==> src/rtl/uart_rx_pkg.sv <==
// Shared definitions for the UART receiver: FSM state encoding, oversampling
// constants and counter widths.
package uart_rx_pkg;

  localparam int unsigned OVS      = 16;  // s_ticks per bit
  localparam int unsigned MID_TICK = 7;   // tick index of the mid-start-bit check
  localparam int unsigned S_W      = 5;   // tick counter width (stop period up to 32)
  localparam int unsigned N_W      = 3;   // data bit counter width

  typedef enum logic [1:0] {
    IDLE  = 2'b00,
    START = 2'b01,
    DATA  = 2'b10,
    STOP  = 2'b11
  } rx_state_e;

endpackage

==> src/rtl/uart_rx_sync_2ff.sv <==
// Two-flop synchronizer for an asynchronous single-bit input.
// Ports:
//   clk, rst_n : clock, async active-low reset (flops load RST_VAL)
//   d_i        : asynchronous input
//   q_o        : synchronized output, 2 clk latency
module uart_rx_sync_2ff #(
  parameter logic RST_VAL = 1'b1
) (
  input  logic clk,
  input  logic rst_n,
  input  logic d_i,
  output logic q_o
);

  logic meta_q;
  logic sync_q;

  always_ff @(posedge clk or negedge rst_n) begin
    if (!rst_n) begin
      meta_q <= RST_VAL;
      sync_q <= RST_VAL;
    end else begin
      meta_q <= d_i;
      sync_q <= meta_q;
    end
  end

  assign q_o = sync_q;

endmodule

==> src/rtl/uart_rx.sv <==
// UART receive sequencer. Oversamples the serial line at 16x baud (s_tick),
// confirms the start bit at mid-bit, samples DBIT data bits LSB first at
// mid-bit, checks the stop level and presents the word with a 1-clk strobe.
// Ports:
//   clk, rst_n   : clock, async active-low reset
//   rx           : serial line, asynchronous, idle high
//   s_tick       : 1-clk pulse at 16x baud
//   dout         : last received word (held until next completion)
//   rx_done_tick : 1-clk pulse one clk after the final stop tick
//   frame_err    : stop level was low on the last completed frame
module uart_rx
  import uart_rx_pkg::*;
#(
  parameter int unsigned DBIT    = 8,
  parameter int unsigned SB_TICK = 16
) (
  input  logic            clk,
  input  logic            rst_n,
  input  logic            rx,
  input  logic            s_tick,
  output logic [DBIT-1:0] dout,
  output logic            rx_done_tick,
  output logic            frame_err
);

  rx_state_e       state_q;
  logic [S_W-1:0]  s_q;
  logic [N_W-1:0]  n_q;
  logic [DBIT-1:0] b_q;
  logic [DBIT-1:0] dout_q;
  logic            done_q;
  logic            ferr_q;
  logic            rx_s;

  uart_rx_sync_2ff #(.RST_VAL(1'b1)) u_sync (
    .clk   (clk),
    .rst_n (rst_n),
    .d_i   (rx),
    .q_o   (rx_s)
  );

  // Receive sequencer; only the IDLE exit ignores s_tick.
  always_ff @(posedge clk or negedge rst_n) begin
    if (!rst_n) begin
      state_q <= IDLE;
      s_q     <= '0;
      n_q     <= '0;
      b_q     <= '0;
      dout_q  <= '0;
      done_q  <= 1'b0;
      ferr_q  <= 1'b0;
    end else begin
      done_q <= 1'b0;
      case (state_q)
        IDLE: begin
          if (!rx_s) begin
            state_q <= START;
            s_q     <= '0;
          end
        end
        START: begin
          if (s_tick) begin
            if (s_q == S_W'(MID_TICK)) begin
              // Line must still be low at mid-start-bit, else it was a glitch.
              if (!rx_s) begin
                state_q <= DATA;
                s_q     <= '0;
                n_q     <= '0;
              end else begin
                state_q <= IDLE;
              end
            end else begin
              s_q <= s_q + S_W'(1);
            end
          end
        end
        DATA: begin
          if (s_tick) begin
            if (s_q == S_W'(OVS - 1)) begin
              s_q <= '0;
              b_q <= {rx_s, b_q[DBIT-1:1]};
              if (n_q == N_W'(DBIT - 1)) begin
                state_q <= STOP;
              end else begin
                n_q <= n_q + N_W'(1);
              end
            end else begin
              s_q <= s_q + S_W'(1);
            end
          end
        end
        STOP: begin
          if (s_tick) begin
            if (s_q == S_W'(SB_TICK - 1)) begin
              state_q <= IDLE;
              dout_q  <= b_q;
              ferr_q  <= ~rx_s;
              done_q  <= 1'b1;
            end else begin
              s_q <= s_q + S_W'(1);
            end
          end
        end
        default: state_q <= IDLE;
      endcase
    end
  end

  assign dout         = dout_q;
  assign rx_done_tick = done_q;
  assign frame_err    = ferr_q;

endmodule
==> config.mk <==
export PLATFORM = sky130hd
export DESIGN_NAME = uart_rx
export DESIGN_NICKNAME = d
export VERILOG_FILES = /design/src/rtl/uart_rx_pkg.sv /design/src/rtl/uart_rx_sync_2ff.sv /design/src/rtl/uart_rx.sv
export SDC_FILE = /design/constraint.sdc
export NUM_CORES = 1
export LEC_CHECK = 0
export CORE_MARGIN = 3
export CORE_UTILIZATION = 40
export CTS_BUF_LIST = sky130_fd_sc_hd__clkbuf_8
export DETAILED_ROUTE_END_ITERATION = 12
export GPL_ROUTABILITY_DRIVEN = 0
export PLACE_DENSITY = 0.72
export SYNTH_ARGS = -nofsm -noshare
export SYNTH_HDL_FRONTEND = slang
export SYNTH_SLANG_ARGS = --single-unit
==> constraint.sdc <==
create_clock -name clk -period 3.7 [get_ports clk]
set_input_delay 0.37 -clock clk [delete_from_list [all_inputs] [get_ports clk]]
set_output_delay 0.37 -clock clk [all_outputs]
set_load 0.02 [all_outputs]
==> results.toml <==
[setup_path]
r2r_setup_slack_ns = 1.76
start_kind = "input pin"
path_depth = 5
worstSetupPathType = "input pin to flip-flop"
critical-path-top-delay-family = "simple AND/OR/NAND/NOR gates"
crit_fanout = 6
cp.buffers_inverters = 1
arrival_ns = 2.13
rr_endpoint = "n_q[0]"
r2r-start = "s_q[0]"
cpPeakStageDelay_ns = 0.58
crit_chain = "clkdlybuf4s50_1 -> nand3b_2 -> or4_4 -> o32a_2 -> mux2_4"
r2r_cells = 5
end_kind = "flip-flop"
worstPathRequired_ns = 3.87
crit_slowest_cell = "clkdlybuf4s50_1"

[synth]
syn_area_per_cell_um2 = 13.05
syn_nets = 113
yosysWarnings = 0
netlist_instances = 105
synth_cell_types = 31
seq_area_frac_synth_pct = 54.98
synth_area_mm2 = 0.001370
ys_seq_elements = 30

[final_layout]
nNetsFinal = 129
area_growth_pct = 18.36
n_antenna_cell = 0
fillers = 304
stdcell_area_mm2 = 0.001622
postLayoutCoreUtil_pct = 51.43
drive_above_1_share_pct = 28.69

[job]
maxCapViolCount = 0

[timing]
fin_worst_skew_ns = 0.004605
finalSetupViolCount = 0
min_period_over_period_pct = 52.99
max_freq_ghz = 0.5100
finalSetupTns_ns = 0
holdWs_ns = 0.3610
slew_headroom_pct = 63.97
tightest_slew_ns = 0.5389
layout_setup_ws_ns = 1.739
layout_min_cycle_time_ns = 1.961
final-hold-violation-count = 0
grt_setup_unrepaired = "false"
drv_slew = 0

[floorplan]
start_util_pct = 43.45
die_h_um = 64.53
ios = 14
core_area_mm2 = 0.003153
die-area_mm2 = 0.004163
die_w_um = 64.53
rows = 20

[power]
swShare_pct = 27.56
power_report.internal_total_uw = 581.8
pwr-share-clk_pct = 30.8
power_frac_seq_pct = 51.7
peakVddDrop_mv = 0.2135
powerDensity_mw_per_mm2 = 495.3
p_switching_uw = 221.4
p_leak_uw = 0.0007986
pwr-share-comb_pct = 17.5

[cts]
ctsResizeCount = 0
cts_tree = "yes"
htree_levels = 2
clkSinkCount = 30
cts_setup_buffers = 0
cts_buffers = 5
cts_root_buf = "clkbuf_8"
clkTransAtPathRegs_ns = 0.06
clockBufferDepth = 2
clk_latency_ns = 0.28
cts_hold_buf = 0

[placement]
hpwl_um = 1658
placed_cell_area_mm2 = 0.001539
dp_slack_ns = 1.448
io_buffers = 13

[grt]
grt_overflow = 0
grt_pass1_wl_um = 4236
antenna_found_initial = 0
grt_usage_pct = 14.01
grt_max_degree = 31
grt_pass1_vias = 948

[worst_hold_path]
min_to = "u_sync.q_o"
min-delay-start = "u_sync.meta_q"
hold_class = "flip-flop to flip-flop"
whs_path_depth = 0

[route]
dr.pass1.iters = 4
routed_wirelength_um = 2416
dr_total_vias = 862
wl_per_cell_um = 14.55
avgViaCountPerCell = 5.193
drt-initial-drc-count = 39
final_antenna_net_count = 0
drc = 0

[outcome]
status = "finished, final reports clean"
==> routing by layer <==
metal	wire [um]	part of all wire (%)	track usage, %	vias to the layer above
met1	1070	44	15.98	431
met4	63	2.6	8.179	0
li1	-	-	-	408
met3	119	4.9	6.239	5
met2	1163	48	21.65	18
met5	0	0	0	-
==> cell type report <==
type | instances | area, um2 | area share, %
well taps | 44 | 55.05 | 3.395
clock inverters | 3 | 13.76 | 0.8488
repair buffers | 14 | 137.6 | 8.488
flip-flops and latches | 30 | 753.2 | 46.45
clock buffers | 5 | 68.82 | 4.244
multi-input cells | 66 | 578.1 | 35.65
inverters | 4 | 15.01 | 0.9259
==> worst max path at each step <==
stage               startpoint     end
floorplan               s_q[0]  n_q[0]
global placement        s_tick  n_q[2]
detailed placement      s_tick  n_q[0]
CTS                     s_tick  n_q[0]
global route            s_q[0]  b_q[7]
finish                  s_tick  n_q[0]
==> cells in the final DEF (no fill, tap or decap) <==
cell and n:
inv_1 5, dfstp_2 2, nand3_1 4, nand3b_1 1, mux2_2 18, mux2i_1 2
a21oi_1 4, a211o_1 1, dfrtp_1 28, nor2_1 3, and2_1 1, clkbuf_8 5
nor2_2 1, clkinv_2 2, nor2b_1 1, ha_1 4, a311o_1 1, nand4bb_1 1
clkdlybuf4s50_1 13, o2bb2ai_1 2, o32ai_1 1, and3_1 3, o32a_2 1, xnor2_1 1
mux2_4 3, a22o_1 2, nand3b_2 1, or2_1 1, and3b_1 2, or4_4 1
nand2_1 5, o21ai_0 1, buf_4 1
==> metrics by stage <==
step           power, uW  cells
3_3_place_gp       550.4    158
3_5_place_dp       562.3    158
2_1_floorplan      528.1    105
4_1_cts            817.5    166
6_report           803.2    166
5_1_grt            860.9    166
==> sequential cells by signal, indices dropped and copies added, names as in the netlist, named ones only <==
| signal | flops |
|---|---|
| dout | 8 |
| b_q | 8 |
| rx_done_tick | 1 |
| s_q | 5 |
| u_sync.q_o | 1 |
| n_q | 3 |
| u_sync.meta_q | 1 |
| frame_err | 1 |
| state_q | 1 |
==> cells by family (layout without fill, tap and decap cells) <==
| kind of cell | count (synthesis) | count (layout) | share of synthesized area (%) |
|---|---|---|---|
| flops | 30 | 30 | 54.98 |
| simple gates | 25 | 25 | 11.14 |
| mux | 23 | 23 | 19.54 |
| compound gates | 13 | 13 | 7.215 |
| buf+inv | 9 | 26 | 2.831 |
| fa+ha+maj | 4 | 4 | 3.653 |
| xor+xnor | 1 | 1 | 0.6394 |
==> worst reg2reg max path: cells and delay by family (launching register included) <==
family                     cells  cell delay, ns
adders and majority gates      1            0.27
AOI/OAI and AO/OA              1            0.25
DFF                            1            0.38
muxes                          1            0.31
and+or+nand+nor                2            0.61
==> synthesized netlist by cell type <==
| cell type | instances | area share, % |
|---|---|---|
| a211o_1 | 1 | 0.64 |
| a21oi_1 | 4 | 1.5 |
| a22o_1 | 2 | 1.3 |
| a311o_1 | 1 | 0.73 |
| and2_1 | 1 | 0.46 |
| and3_1 | 3 | 1.4 |
| and3b_1 | 2 | 1.3 |
| buf_2 | 4 | 1.5 |
| clkbuf_1 | 1 | 0.27 |
| dfrtp_1 | 28 | 51 |
| dfstp_2 | 2 | 3.8 |
| ha_1 | 4 | 3.7 |
| inv_1 | 4 | 1.1 |
| mux2_2 | 18 | 15 |
| mux2_4 | 3 | 3.3 |
| mux2i_1 | 2 | 1.5 |
| nand2_1 | 5 | 1.4 |
| nand3_1 | 4 | 1.5 |
| nand3b_1 | 1 | 0.55 |
| nand3b_2 | 1 | 0.82 |
| nand4bb_1 | 1 | 0.82 |
| nor2_1 | 3 | 0.82 |
| nor2_2 | 1 | 0.46 |
| nor2b_1 | 1 | 0.46 |
| o21ai_0 | 1 | 0.36 |
| o2bb2ai_1 | 2 | 1.3 |
| o32a_2 | 1 | 0.82 |
| o32ai_1 | 1 | 0.64 |
| or2_1 | 1 | 0.46 |
| or4_4 | 1 | 0.82 |
| xnor2_1 | 1 | 0.64 |
==> power by group through the flow <==
stage	Clock, uW	Sequential, uW	Combinational (uW)
final	247	415	140
after detailed placement	0	420	142
after floorplan	0	393	135
after global placement	0	419	132
after global routing	277	423	160
after CTS	260	416	142
Power figures use the tool's default switching activity.
